`src/rtl/elevator_car_ctrl.sv`:
```
// Car motion sequencer: timed floor-to-floor travel, arrival decision and door dwell; owns the story register.
// Optional build macro ELEVATOR_DOOR_HOLD_EN adds the active-low door_hold_n panel input.
module elevator_car_ctrl #(
    parameter int TRAVEL_TICKS = 50000000,
    parameter int DOOR_TICKS   = 100000000,
    parameter int CNT_W        = 27
) (
    input  logic       clk,
    input  logic       rst_n,
    input  logic       turn_up,
    input  logic       turn_down,
    input  logic       floor_hit,
`ifdef ELEVATOR_DOOR_HOLD_EN
    input  logic       door_hold_n,
`endif
    output logic [2:0] story,
    output logic       moving_up,
    output logic       moving_down,
    output logic       door_open,
    output logic       served,
    output logic [2:0] state_dbg
);

    typedef enum logic [2:0] {
        IDLE   = 3'd0,
        UP     = 3'd1,
        DOWN   = 3'd2,
        ARRIVE = 3'd3,
        DOOR   = 3'd4
    } state_t;

    localparam logic [CNT_W-1:0] TRAVEL_LAST = CNT_W'(TRAVEL_TICKS - 1);
    localparam logic [CNT_W-1:0] DOOR_LAST   = CNT_W'(DOOR_TICKS - 1);

    state_t           state;
    logic [CNT_W-1:0] timer;
    logic             hold;

`ifdef ELEVATOR_DOOR_HOLD_EN
    assign hold = ~door_hold_n;
`else
    assign hold = 1'b0;
`endif

    assign state_dbg = state;

    always_ff @(posedge clk or negedge rst_n) begin
        if (!rst_n) begin
            state       <= IDLE;
            timer       <= '0;
            story       <= 3'd1;
            moving_up   <= 1'b0;
            moving_down <= 1'b0;
            door_open   <= 1'b0;
            served      <= 1'b0;
        end else begin
            served <= 1'b0;
            case (state)
                IDLE: begin
                    timer <= '0;
                    if (floor_hit) begin
                        state     <= DOOR;
                        door_open <= 1'b1;
                        served    <= 1'b1;
                    end else if (turn_up && story < 3'd3) begin
                        state     <= UP;
                        moving_up <= 1'b1;
                    end else if (turn_down && story > 3'd1) begin
                        state       <= DOWN;
                        moving_down <= 1'b1;
                    end
                end
                UP, DOWN: begin
                    if (timer == TRAVEL_LAST) begin
                        timer <= '0;
                        state <= ARRIVE;
                        story <= (state == UP) ? story + 3'd1 : story - 3'd1;
                    end else begin
                        timer <= timer + 1'b1;
                    end
                end
                ARRIVE: begin
                    // moving_up still records the direction just travelled.
                    timer <= '0;
                    if (floor_hit) begin
                        state       <= DOOR;
                        door_open   <= 1'b1;
                        served      <= 1'b1;
                        moving_up   <= 1'b0;
                        moving_down <= 1'b0;
                    end else if (moving_up && turn_up && story < 3'd3) begin
                        state <= UP;
                    end else if (moving_down && turn_down && story > 3'd1) begin
                        state <= DOWN;
                    end else begin
                        state       <= IDLE;
                        moving_up   <= 1'b0;
                        moving_down <= 1'b0;
                    end
                end
                DOOR: begin
                    // A re-press or a held door button restarts the full dwell.
                    if (floor_hit) begin
                        timer  <= '0;
                        served <= 1'b1;
                    end else if (hold) begin
                        timer <= '0;
                    end else if (timer == DOOR_LAST) begin
                        timer     <= '0;
                        state     <= IDLE;
                        door_open <= 1'b0;
                    end else begin
                        timer <= timer + 1'b1;
                    end
                end
                default: begin
                    state       <= IDLE;
                    timer       <= '0;
                    moving_up   <= 1'b0;
                    moving_down <= 1'b0;
                    door_open   <= 1'b0;
                end
            endcase
        end
    end

endmodule

```
`config.mk`:
```
export PLATFORM = sky130hd
export DESIGN_NAME = elevator_car_ctrl
export DESIGN_NICKNAME = d
export VERILOG_FILES = /design/src/rtl/elevator_car_ctrl.sv
export SDC_FILE = /design/constraint.sdc
export NUM_CORES = 1
export LEC_CHECK = 0
export CELL_PAD_IN_SITES_DETAIL_PLACEMENT = 0
export CELL_PAD_IN_SITES_GLOBAL_PLACEMENT = 1
export CORE_MARGIN = 1.5
export CORE_UTILIZATION = 30
export CTS_CLUSTER_DIAMETER = 80
export DETAILED_ROUTE_END_ITERATION = 7
export PLACE_DENSITY = 0.68
export SYNTH_ARGS = -nofsm -noshare
export SYNTH_HDL_FRONTEND = slang
export SYNTH_SLANG_ARGS = --single-unit
```
`constraint.sdc`:
```
create_clock -name clk -period 2.05 [get_ports clk]
set_input_delay 0.3075 -clock clk [delete_from_list [all_inputs] [get_ports clk]]
set_output_delay 0.3075 -clock clk [all_outputs]
set_load 0.01 [all_outputs]
```
==> reports/metrics.csv <==
metric,value,unit
portBuffers,14,
wl_per_cell,12.89,µm
num_vias,1693,
ys_ff_latch,37,
synth_ff_type,dfrtp_1,
grt_pass1_wl,8086,µm
syn-num-nets,228,
slew_headroom,76.89,%
syn_area,2097,µm²
die_w,86.61,µm
max_clock_freq,488.7,MHz
routed_wl,4577,µm
ys_seq_area_share,44.21,%
fin_worst_skew,0.008096,ns
fillers,698,
r2r_end,timer[3],
finalSetupTns,0,ns
dp.cells,342,
antenna_found_initial,0,
drv_slew,0,
drv_cap,0,
path_clk_slew,0.08,ns
min_path_type,flip-flop to flip-flop,
cts_sinks,37,
seq_area,927.1,µm²
ios,15,
ant_nets,0,
cts_max_path_buffers,2,
die_h,86.61,µm
worstPathRequired,2.23,ns
cts_buffers,5,
core_area,6794,µm²
dp_hpwl,3071,µm
power_leakage,1.116,nW
timing.rr.start,timer[9],
fin_crit,2.046,ns
synth_edf_count,0,
crit_path_start_kind,flip-flop,
vdd_drop_max,330.3,µV
first_global_vias,1707,
hold_depth,1,
cts_root_buf,clkbuf_8,
insertion_delay,0.29,ns
reg2regPathDepth,7,
drt-pass1-iter-count,4,
antenna_cells,0,
fin_crit_sh,99.81,%
yosysWarnings,0,
endpoint_kind,flip-flop,
stdcell_count,355,
rrSetupSlack,0.004,ns
num_rows,30,
crit_start,timer[9],
hold_violations,0,
rsz0062_at_grt,yes,
power,0.001453,W
cts_tree,built,
drc_errors,0,
timing.hold.ws,0.4589,ns
via_per_inst,4.769,
drive_above_1_share,20.08,%
synth_cells,219,
gp_congestion,0.7831,
synthToLayoutAreaGrowth,28.58,%
drt_iter0_markers,53,
multiInputGateArea,1146,µm²
grt_overflow,0,
avgSynthCellArea,9.575,µm²
critPathCapture,timer[3],
grt_max_degree,38,
die-area,7500,µm²
status,"finished, final reports clean",
setup_viol,0,
yosysUniqueCellTypes,48,
nNetsFinal,267,
htree_levels,2,
min_from,timer[0],
start_util,30.87,%
cp_max_fo,9,
grt_use_total,13.62,%
cp.arrival,2.23,ns
critical_path_class,flip-flop to flip-flop,
powerDensity,538.9,nW/µm²
worstMarginPinSlew,0.3441,ns
async_reset_ff_share,100.0,%
## sequential cells by signal, summed over array words and instances, names as in the netlist
name	count
door_open	1
moving_down	1
moving_up	1
served	1
state_dbg	3
story	3
timer	27
## layout by cell type, fill, tap and decap left out, drive strengths merged, types with 4 or more instances in the layout
cell type | synthesis | routed
dfrtp | 36 | 36
and2 | 4 | 4
ha | 4 | 4
nand3 | 7 | 7
nor3 | 7 | 7
inv | 4 | 4
nand4 | 12 | 12
clkbuf | 6 | 8
xnor2 | 12 | 12
nand2 | 18 | 18
buf | 2 | 25
and3 | 6 | 6
nor2 | 37 | 37
clkdlybuf4s50 | 0 | 13
nor2b | 4 | 4
xor2 | 15 | 15
## kinds of logic after synthesis
group                    share of synthesized area [%]
AO/OA/AOI/OAI                                    8.413
adder cells (fa/ha/maj)                          2.387
multiplexers                                    0.5370
flip-flops                                       44.21
AND/OR/NAND/NOR                                  30.67
XOR/XNOR                                         11.28
buffers and inverters                            2.505
## worst max-delay path, cell delays in order, from the launching register on
cell and delay, ns:
dfrtp_1 0.38, or4_4 0.55, nor4_4 0.27, nand2_1 0.15, a211oi_4 0.23, buf_6 0.15, clkbuf_16 0.15, nor2_1 0.04
## worst min path at each step
stage / slack, ns / to
floorplan: 0.01 / door_open
detailed placement: 0.29 / moving_up
global placement: 0.29 / moving_up
global route: 0.49 / timer[0]
CTS: 0.46 / timer[0]
finish: 0.46 / timer[0]
## Yosys cell counts (2+ instances only)
cell type  number  share of area [%]
nand2b_1        2               0.60
nor3b_1         2               0.72
xnor2_1        12                5.0
and4_1          3                1.3
nand4_1        11                3.3
nand2_1        18                3.2
a21oi_1         3               0.72
ha_1            4                2.4
nor4bb_1        2               0.95
clkbuf_1        6                1.1
nor4b_1         2               0.84
or4_1           2               0.72
nor2_1         37                6.6
a41oi_1         2               0.84
nand3_1         7                1.7
a31oi_1         2               0.60
inv_1           4               0.72
and2_1          4                1.2
dfrtp_1        36                 43
o21ai_0         3               0.72
nor3_1          6                1.4
and3_1          6                1.8
nor4_2          2                1.2
nor2b_1         4                1.2
buf_4           2               0.72
xor2_1         15                6.3
## through the flow
| step | instance area, µm² | utilization, % | setup WS [ns] |
|---|---|---|---|
| 6_report | 2696 | 39.69 | 0.003950 |
| 4_1_cts | 2613 | 38.45 | 0.003614 |
| 5_1_grt | 2696 | 39.69 | -0.08460 |
| 3_5_place_dp | 2497 | 36.76 | 0.007299 |
| 3_3_place_gp | 2497 | 36.76 | 0.04242 |
| 2_1_floorplan | 2097 | - | 0.03472 |
## final cells by class
class,count,area share [%]
Multi-Input combinational cell,170,42.51
Sequential cell,37,34.39
Timing Repair Buffer,40,14.34
Tap cell,96,4.455
Clock buffer,7,3.573
Inverter,4,0.5568
Clock inverter,1,0.1856
## routing by layer
| layer | track usage, % | vias up | routed length [µm] |
|---|---|---|---|
| met3 | 3.143 | 2 | 117 |
| met5 | 0 | - | 0 |
| li1 | - | 849 | - |
| met2 | 22.23 | 26 | 2081 |
| met1 | 18.19 | 816 | 2353 |
| met4 | 3.519 | 0 | 24 |
## report_power, final
group	internal [W]	switching, W
sequential	0.000745	0.0000208
clock	0.000304	0.000270
combinational	0.0000575	0.0000558
total	0.00111	0.000346
## what timing repair did
action / in CTS / in global routing
hold buffers: 1 / 0
buffers inserted: 0 / 3
endpoints found under the hold margin: 36 / 0
cloned: 0 / 1
pin swaps: 0 / 4
gates resized for setup: 1 / 10
setup endpoints to repair: 1 / 27
Note: power is estimated with default switching activity, not from simulation.
